### config.mk
export PLATFORM = sky130hd
export DESIGN_NAME = spi_mem_ctrl
export DESIGN_NICKNAME = d
export VERILOG_FILES = /design/src/rtl/spi_mem_ctrl.sv
export SDC_FILE = /design/constraint.sdc
export NUM_CORES = 1
export LEC_CHECK = 0
export ABC_CLOCK_PERIOD_IN_PS = 3200
export CELL_PAD_IN_SITES_DETAIL_PLACEMENT = 1
export CELL_PAD_IN_SITES_GLOBAL_PLACEMENT = 1
export CORE_UTILIZATION = 30
export DETAILED_ROUTE_END_ITERATION = 7
export GPL_ROUTABILITY_DRIVEN = 1
export MAX_ROUTING_LAYER = met4
export PLACE_DENSITY = 0.66
export RECOVER_POWER = 50
export REMOVE_ABC_BUFFERS = 1
export SLEW_MARGIN = 15
export SYNTH_ARGS = -nofsm -noshare
export SYNTH_HDL_FRONTEND = slang
export SYNTH_SLANG_ARGS = --single-unit
### constraint.sdc
create_clock -name clk -period 3.2 [get_ports clk]
set_input_delay 0.96 -clock clk [delete_from_list [all_inputs] [get_ports clk]]
set_output_delay 0.96 -clock clk [all_outputs]
set_load 0.02 [all_outputs]
### src/rtl/spi_mem_ctrl.sv
// SPI initiator for the spi_mem responder: serialises opcode, address and write data
// LSB-first on miso, collects read data from mosi, and aborts on a ready/op_done timeout.
module spi_mem_ctrl #(
    parameter int TIMEOUT = 32
) (
    input  logic       clk,
    input  logic       rst,
    input  logic       newd,
    input  logic       wr,
    input  logic [7:0] addr,
    input  logic [7:0] din,
    output logic [7:0] dout,
    output logic       busy,
    output logic       done,
    output logic       err,
    output logic       cs,
    output logic       miso,
    input  logic       mosi,
    input  logic       ready,
    input  logic       op_done
);

    localparam int TW = $clog2(TIMEOUT + 1);

    typedef enum logic [2:0] {
        IDLE,
        OPC,
        SHIFT,
        WAIT_RDY,
        RECV,
        WAIT_DONE
    } state_t;

    state_t        state, state_nxt;
    logic          wr_q, wr_nxt;
    logic [15:0]   shreg, shreg_nxt;
    logic [4:0]    bit_cnt, bit_nxt;
    logic [7:0]    cap, cap_nxt;
    logic [2:0]    rcnt, rcnt_nxt;
    logic [TW-1:0] tcnt, tcnt_nxt;
    logic          cs_nxt, miso_nxt, busy_nxt, done_nxt, err_nxt;
    logic [7:0]    dout_nxt;
    logic          timed_out;

    assign timed_out = (tcnt == TW'(TIMEOUT - 1));

    always_ff @(posedge clk or negedge rst) begin
        if (!rst) begin
            state   <= IDLE;
            wr_q    <= 1'b0;
            shreg   <= '0;
            bit_cnt <= '0;
            cap     <= '0;
            rcnt    <= '0;
            tcnt    <= '0;
            cs      <= 1'b1;
            miso    <= 1'b0;
            busy    <= 1'b0;
            done    <= 1'b0;
            err     <= 1'b0;
            dout    <= '0;
        end else begin
            state   <= state_nxt;
            wr_q    <= wr_nxt;
            shreg   <= shreg_nxt;
            bit_cnt <= bit_nxt;
            cap     <= cap_nxt;
            rcnt    <= rcnt_nxt;
            tcnt    <= tcnt_nxt;
            cs      <= cs_nxt;
            miso    <= miso_nxt;
            busy    <= busy_nxt;
            done    <= done_nxt;
            err     <= err_nxt;
            dout    <= dout_nxt;
        end
    end

    always_comb begin
        state_nxt = state;
        wr_nxt    = wr_q;
        shreg_nxt = shreg;
        bit_nxt   = bit_cnt;
        cap_nxt   = cap;
        rcnt_nxt  = rcnt;
        tcnt_nxt  = tcnt;
        cs_nxt    = cs;
        miso_nxt  = miso;
        busy_nxt  = busy;
        done_nxt  = 1'b0;
        err_nxt   = err;
        dout_nxt  = dout;

        case (state)
            IDLE: begin
                cs_nxt   = 1'b1;
                miso_nxt = 1'b0;
                if (newd) begin
                    wr_nxt    = wr;
                    shreg_nxt = {din, addr};
                    bit_nxt   = '0;
                    cs_nxt    = 1'b0;
                    miso_nxt  = wr;
                    busy_nxt  = 1'b1;
                    err_nxt   = 1'b0;
                    state_nxt = OPC;
                end
            end

            OPC: begin
                miso_nxt  = wr_q;
                state_nxt = SHIFT;
            end

            // Reads stop after the address byte; writes continue through the data byte.
            SHIFT: begin
                if (bit_cnt == (wr_q ? 5'd16 : 5'd8)) begin
                    miso_nxt = 1'b0;
                    tcnt_nxt = '0;
                    if (wr_q) begin
                        cs_nxt    = 1'b1;
                        state_nxt = WAIT_DONE;
                    end else begin
                        state_nxt = WAIT_RDY;
                    end
                end else begin
                    miso_nxt  = shreg[0];
                    shreg_nxt = {1'b0, shreg[15:1]};
                    bit_nxt   = bit_cnt + 5'd1;
                end
            end

            WAIT_RDY: begin
                if (ready) begin
                    cap_nxt   = {mosi, cap[7:1]};
                    cs_nxt    = 1'b1;
                    rcnt_nxt  = '0;
                    state_nxt = RECV;
                end else if (timed_out) begin
                    cs_nxt    = 1'b1;
                    err_nxt   = 1'b1;
                    done_nxt  = 1'b1;
                    busy_nxt  = 1'b0;
                    state_nxt = IDLE;
                end else begin
                    tcnt_nxt = tcnt + TW'(1);
                end
            end

            // Shifting right LSB-first leaves the first captured bit in cap[0].
            RECV: begin
                cap_nxt  = {mosi, cap[7:1]};
                rcnt_nxt = rcnt + 3'd1;
                if (rcnt == 3'd6) begin
                    tcnt_nxt  = '0;
                    state_nxt = WAIT_DONE;
                end
            end

            WAIT_DONE: begin
                if (op_done) begin
                    done_nxt  = 1'b1;
                    busy_nxt  = 1'b0;
                    if (!wr_q) begin
                        dout_nxt = cap;
                    end
                    state_nxt = IDLE;
                end else if (timed_out) begin
                    cs_nxt    = 1'b1;
                    err_nxt   = 1'b1;
                    done_nxt  = 1'b1;
                    busy_nxt  = 1'b0;
                    state_nxt = IDLE;
                end else begin
                    tcnt_nxt = tcnt + TW'(1);
                end
            end

            default: begin
                state_nxt = IDLE;
            end
        endcase
    end

endmodule

==> results of run 1 <==
## routing by layer
layer  track usage, %  vias to the layer above  share of wire [%]  wire length [um]
li1                 -                      965                  -                 -
met1            19.04                      979                 48              2645
met2            20.33                       34                 48              2665
met3            3.002                        4                3.1               169
met4            3.064                        0               0.87                48
met5                -                        -                  0                 0
## synth_stat cells (all sizes together)
library cell,count,share of area [%]
o2bb2ai,3,0.98
dfrtp,54,51
o2111ai,1,0.33
inv,7,0.98
nand3b,3,0.84
a21boi,1,0.28
nand3,4,0.75
a311oi,2,0.66
clkbuf,3,0.47
buf,8,1.5
nand2,23,3.2
nand4b,1,0.33
nor2b,3,0.70
o221ai,2,0.66
o22ai,1,0.23
mux2,18,7.6
mux2i,17,6.4
ha,5,2.3
xor2,3,0.98
and3,2,0.47
a21o,3,0.84
nor3b,1,0.28
nor4b,1,0.33
o21a,1,0.28
nor3,5,1.1
a21oi,12,2.3
nand2b,9,2.2
nand4,2,0.47
a221oi,1,0.33
or3b,1,0.33
o32ai,1,0.33
and2,2,0.47
a22o,1,0.33
o21ai,29,5.6
nor2,14,2.0
dfstp,1,0.98
a211oi,4,1.6
## worst max-delay path: cells and delay by family
| family | cells | cell delay, ps |
|---|---|---|
| compound gates | 3 | 770 |
| mux | 1 | 380 |
| buf+inv | 1 | 620 |
## state kept, by name (all words and copies together), names as in the netlist
signal   flops
shreg       16
cap          8
dout         8
tcnt         6
bit_cnt      5
rcnt         3
state        3
busy         1
cs           1
done         1
err          1
miso         1
wr_q         1
## layout make-up
| cell class | instances | area (um^2) |
|---|---|---|
| clock buffers | 5 | 68.82 |
| multi-input cells | 176 | 1217 |
| flip-flops and latches | 55 | 1378 |
| well taps | 108 | 135.1 |
| fillers | 995 | 5438 |
| inverters | 7 | 26.28 |
| clock inverters | 3 | 33.78 |
| repair buffers | 41 | 381.6 |
## metrics by stage
stage,instances,util (%)
floorplan,238,-
global placement,387,36.26
detailed placement,387,36.26
CTS,395,37.44
global route,395,37.34
finish,395,37.34
## worst paths after layout
| check | end | slack [ps] | cells past startpoint |
|---|---|---|---|
| hold / removal | shreg[4]$_DFFE_PN0P_ | 490 | 2 |
| min in group asynchronous | dout[6]$_DFFE_PN0P_ | 540 | 1 |
| max in group asynchronous | tcnt[4]$_DFFE_PN0P_ | 810 | 2 |
| setup reg to reg | tcnt[1]$_DFFE_PN0P_ | 970 | 4 |
| hold reg to reg | shreg[4]$_DFFE_PN0P_ | 490 | 2 |
| setup / recovery | tcnt[1]$_DFFE_PN0P_ | 680 | 5 |
## logic make-up (layout without fill, tap and decap cells)
family | Yosys count | count (layout) | synth area share, %
simple gates | 71 | 71 | 13.50
compound gates | 62 | 62 | 14.68
flops | 55 | 55 | 51.62
mux | 35 | 35 | 13.97
buf+inv | 18 | 56 | 2.907
fa+ha+maj | 5 | 5 | 2.344
xor+xnor | 3 | 3 | 0.9847
## power by group through the flow
stage               logic [mW]  registers (mW)  clock network (mW)
floorplan                0.734            1.26                   0
global placement          1.15            1.25                   0
detailed placement        1.18            1.26                   0
CTS                       1.18            1.24               0.445
global route              1.31            1.29               0.472
finish                    1.15            1.24               0.421
==> impl_metrics.tcl, run 1 <==
set metrics [dict create \
    hold-worst-slack_ps 494.5 \
    peakVddDrop_uv 373.4 \
    clockPowerShare_pct 15.0 \
    layout.nets 314 \
    port_buffers 35 \
    start_kind "input port" \
    wl_per_cell_um 13.99 \
    dr_total_vias 1982 \
    required_ps 3400 \
    clk_pin_slew_worst_paths_ps 110 \
    crit_fanout 7 \
    worstSetupPathType "in2reg" \
    critPathSlowestCell "dlygate4sd3_1" \
    drv_cap 1 \
    pre_cts_slack_ps 453.9 \
    p_sw_mw 1.104 \
    crit_path_max_incr_delay_ps 620 \
    arrival_ps 2720 \
    first_pass_iters 4 \
    slew_violations 30 \
    grt_pass1_vias 1973 \
    insertion_delay_ps 310 \
    start_util_pct 30.75 \
    placed_area_mm2 0.003147 \
    yosys_warnings 0 \
    clockRootBuffer "clkbuf_8" \
    wl_mm 5.528 \
    grt_pass1_wl_mm 9.577 \
    finalCriticalPeriod_ps 2519 \
    cts.sink_count 55 \
    clockBufferDepth 2 \
    max_slew.worst_pin.slew_ps 1616 \
    ys_seq_area_share_pct 51.62 \
    finClkSkew_ps 7.732 \
    tritoncts "built" \
    syn_inst 249 \
    path_cells "dlygate4sd3_1 > a21boi_0 > o221ai_1 > a211oi_4 > mux2_2" \
    final_cell_mix "54 x dfrtp_1, 33 x clkdlybuf4s50_1, 28 x o21ai_0" \
    worst_hold_path_type "reg2reg" \
    vias_per_cell 5.018 \
    grt_max_degree 33 \
    power_mw 2.809 \
    cts_buffers 5 \
    fin_setup_tns_ps 0 \
    outcome "finished with violations" \
    cts_setup_buffers 0 \
    final_area_mm2 0.003241 \
    hold_buffers 0 \
    timing_hold_violations_final 0 \
    synth_area_per_cell_um2 10.72 \
    critical_path.startpoint "ready" \
    worstReg2RegStart "state[2]$_DFFE_PN0P_" \
    die_h_um 96.32 \
    setup_viol 0 \
    switching_share_pct 39.30 \
    rsz0062_at_grt "no" \
    h-tree-depth 2 \
    drcViolationCount 0 \
    antenna_found_initial 0 \
    synth_cell_types 43 \
    ios 36 \
    fmax_mhz 397.0 \
    worst_slack_ps 680.9 \
    hpwl_mm 4.096 \
    power.internal_mw 1.705 \
    min_from "shreg[4]$_DFFE_PN0P_" \
    drive_above_1_share_pct 12.54 \
    violations "capacitance limit, slew limit" \
    endpoint_kind "flop" \
    grt_util_all_layers_pct 13.67 \
    syn_area_mm2 0.002669 \
    die_w_um 96.32 \
    coreArea_mm2 0.008678 \
    ant_nets 0 \
    gp_congestion 0.7497 \
    grt_overflow 0 \
    num_rows 34 \
    drt_first_iter_violations 53 \
    finalCritPeriodShare_pct 78.72 \
    dieArea_mm2 0.009278 \
    p_leak_nw 1.331 \
    p_seq_share_pct 44.0 \
    cts_resized 0 \
    diodes 0 \
    relSlewSlack_pct -7.715 \
    ys_seq_elements 55 \
    final_common_cell "dfrtp_1" \
    powerDensity_mw_per_mm2 866.9 \
    syn2layout_area_growth_pct 21.43 \
    comb_power_share_pct 41.0 \
]
Power figures use the tool's default switching activity.
==> run 2, diff against run 1 <==
--- a/config.mk
+++ b/config.mk
@@ -5,7 +5,7 @@
 export SDC_FILE = /design/constraint.sdc
 export NUM_CORES = 1
 export LEC_CHECK = 0
-export ABC_CLOCK_PERIOD_IN_PS = 3200
+export ABC_CLOCK_PERIOD_IN_PS = 2500
 export CELL_PAD_IN_SITES_DETAIL_PLACEMENT = 1
 export CELL_PAD_IN_SITES_GLOBAL_PLACEMENT = 1
 export CORE_UTILIZATION = 30
==> constraint.sdc (replaced) <==
create_clock -name clk -period 2.5 [get_ports clk]
set_input_delay 0.75 -clock clk [delete_from_list [all_inputs] [get_ports clk]]
set_output_delay 0.75 -clock clk [all_outputs]
set_load 0.02 [all_outputs]
==> impl_metrics.tcl, run 2 (same netlist as run 1, synthesis figures left out) <==
set metrics [dict create \
    powerDensity_mw_per_mm2 1122 \
    hpwl_mm 4.223 \
    final_area_mm2 0.003304 \
    endpoint_kind "primary output" \
    required_ps 1750 \
    clockPowerShare_pct 15.0 \
    finClkSkew_ps 7.676 \
    crit_fanout 3 \
    start_util_pct 30.75 \
    power_mw 3.708 \
    diodes 0 \
    relSlewSlack_pct 22.84 \
    fmax_mhz 444.3 \
    max_slew.worst_pin.slew_ps 1157 \
    hold-worst-slack_ps 493.8 \
    cts_setup_buffers 0 \
    path_cells "clkdlybuf4s50_1" \
    antenna_found_initial 0 \
    p_sw_mw 1.467 \
    outcome "finished clean" \
    switching_share_pct 39.55 \
    vias_per_cell 4.953 \
    clockBufferDepth 2 \
    power.internal_mw 2.242 \
    insertion_delay_ps 320 \
    p_leak_nw 1.367 \
    final_cell_mix "54 x dfrtp_1, 33 x clkdlybuf4s50_1, 28 x o21ai_0" \
    drive_above_1_share_pct 14.29 \
    cts_resized 0 \
    syn2layout_area_growth_pct 23.82 \
    drv_cap 0 \
    gp_congestion 0.7452 \
    die_h_um 96.32 \
    worstSetupPathType "reg2out" \
    setup_viol 0 \
    hold_buffers 0 \
    peakVddDrop_uv 359.7 \
    rsz0062_at_grt "no" \
    drcViolationCount 0 \
    drt_first_iter_violations 62 \
    cts_buffers 5 \
    grt_overflow 0 \
    start_kind "flop" \
    top_register "shreg" \
    largest_reg_flops 16 \
    comb_power_share_pct 44.2 \
    grt_util_all_layers_pct 14.84 \
    grt_pass1_wl_mm 10.24 \
    slew_violations 0 \
    p_seq_share_pct 40.8 \
    h-tree-depth 2 \
    crit_family "buffers and inverters" \
    clockRootBuffer "clkbuf_8" \
    wl_per_cell_um 14.78 \
    ant_nets 0 \
    die_w_um 96.32 \
    finalCriticalPeriod_ps 2251 \
    grt_max_degree 33 \
    arrival_ps 1500 \
    crit_buf_inv 1 \
    timing_hold_violations_final 0 \
    dr_total_vias 1991 \
    final_cells 402 \
    dieArea_mm2 0.009278 \
    port_buffers 35 \
    first_pass_iters 4 \
    critPathSlowestCell "clkdlybuf4s50_1" \
    placed_area_mm2 0.003224 \
    finalCritPeriodShare_pct 90.03 \
    cts.sink_count 55 \
    layout.nets 321 \
    reg_top3 "shreg x16, cap x8, dout x8" \
    grt_pass1_vias 2046 \
    crit_path_max_incr_delay_ps 610 \
    tritoncts "built" \
    wl_mm 5.940 \
    final_common_cell "dfrtp_1" \
    dp.cells 394 \
    fin_setup_tns_ps 0 \
    coreArea_mm2 0.008678 \
    clk_pin_slew_worst_paths_ps 110 \
    ios 36 \
    worst_hold_path_type "reg2reg" \
    num_rows 34 \
]
==> run 2: metrics by stage <==
stage / setup WS (ps) / utilization, %
2_1_floorplan: -280.6 / -
3_3_place_gp: -113.9 / 37.15
3_5_place_dp: -202.4 / 37.15
4_1_cts: 135.8 / 38.31
5_1_grt: 134.6 / 38.08
6_report: 249.3 / 38.08
==> run 2: tightest hold or removal path, delay by kind of cell (launching register included) <==
kind	cells	cell delay, ps
AOI/OAI and AO/OA	1	60
DFF	1	360
and+or+nand+nor	1	50
==> run 2: layout make-up <==
cell class | instances | area [um^2]
multi-input combinational | 176 | 1225
clock buffer | 5 | 68.82
fill | 1000 | 5374
sequential | 55 | 1378
inverter | 7 | 26.28
tap | 108 | 135.1
clock inverter | 3 | 31.28
timing repair buffer | 48 | 440.4
==> run 2: power by group through the flow <==
| stage | Sequential, mW | Clock, mW | Combinational [mW] |
|---|---|---|---|
| floorplan | 1.61 | 0 | 0.940 |
| global placement | 1.52 | 0 | 1.61 |
| detailed placement | 1.53 | 0 | 1.67 |
| CTS | 1.52 | 0.576 | 1.67 |
| global route | 1.57 | 0.607 | 1.86 |
| finish | 1.51 | 0.555 | 1.64 |
==> run 2: metal layers <==
layer	vias up	GRT usage [%]	wire [um]
met2	29	22.87	2806
met1	988	19.42	2924
met3	0	4.423	209
met5	-	-	0
met4	0	2.941	0
li1	974	-	-
==> run 2: path summary, 6_finish.rpt <==
| check | startpoint | end | slack [ps] | cells after the start |
|---|---|---|---|---|
| max | cs$_DFFE_PN1P_ | cs | 250 | 1 |
| min | shreg[6]$_DFFE_PN0P_ | shreg[6]$_DFFE_PN0P_ | 490 | 2 |
| max reg2reg | wr_q$_DFFE_PN0P_ | tcnt[3]$_DFFE_PN0P_ | 410 | 7 |
| min reg2reg | shreg[6]$_DFFE_PN0P_ | shreg[6]$_DFFE_PN0P_ | 490 | 2 |
| max in group asynchronous | rst | done$_DFF_PN0_ | 620 | 2 |
| min in group asynchronous | rst | shreg[13]$_DFFE_PN0P_ | 620 | 1 |
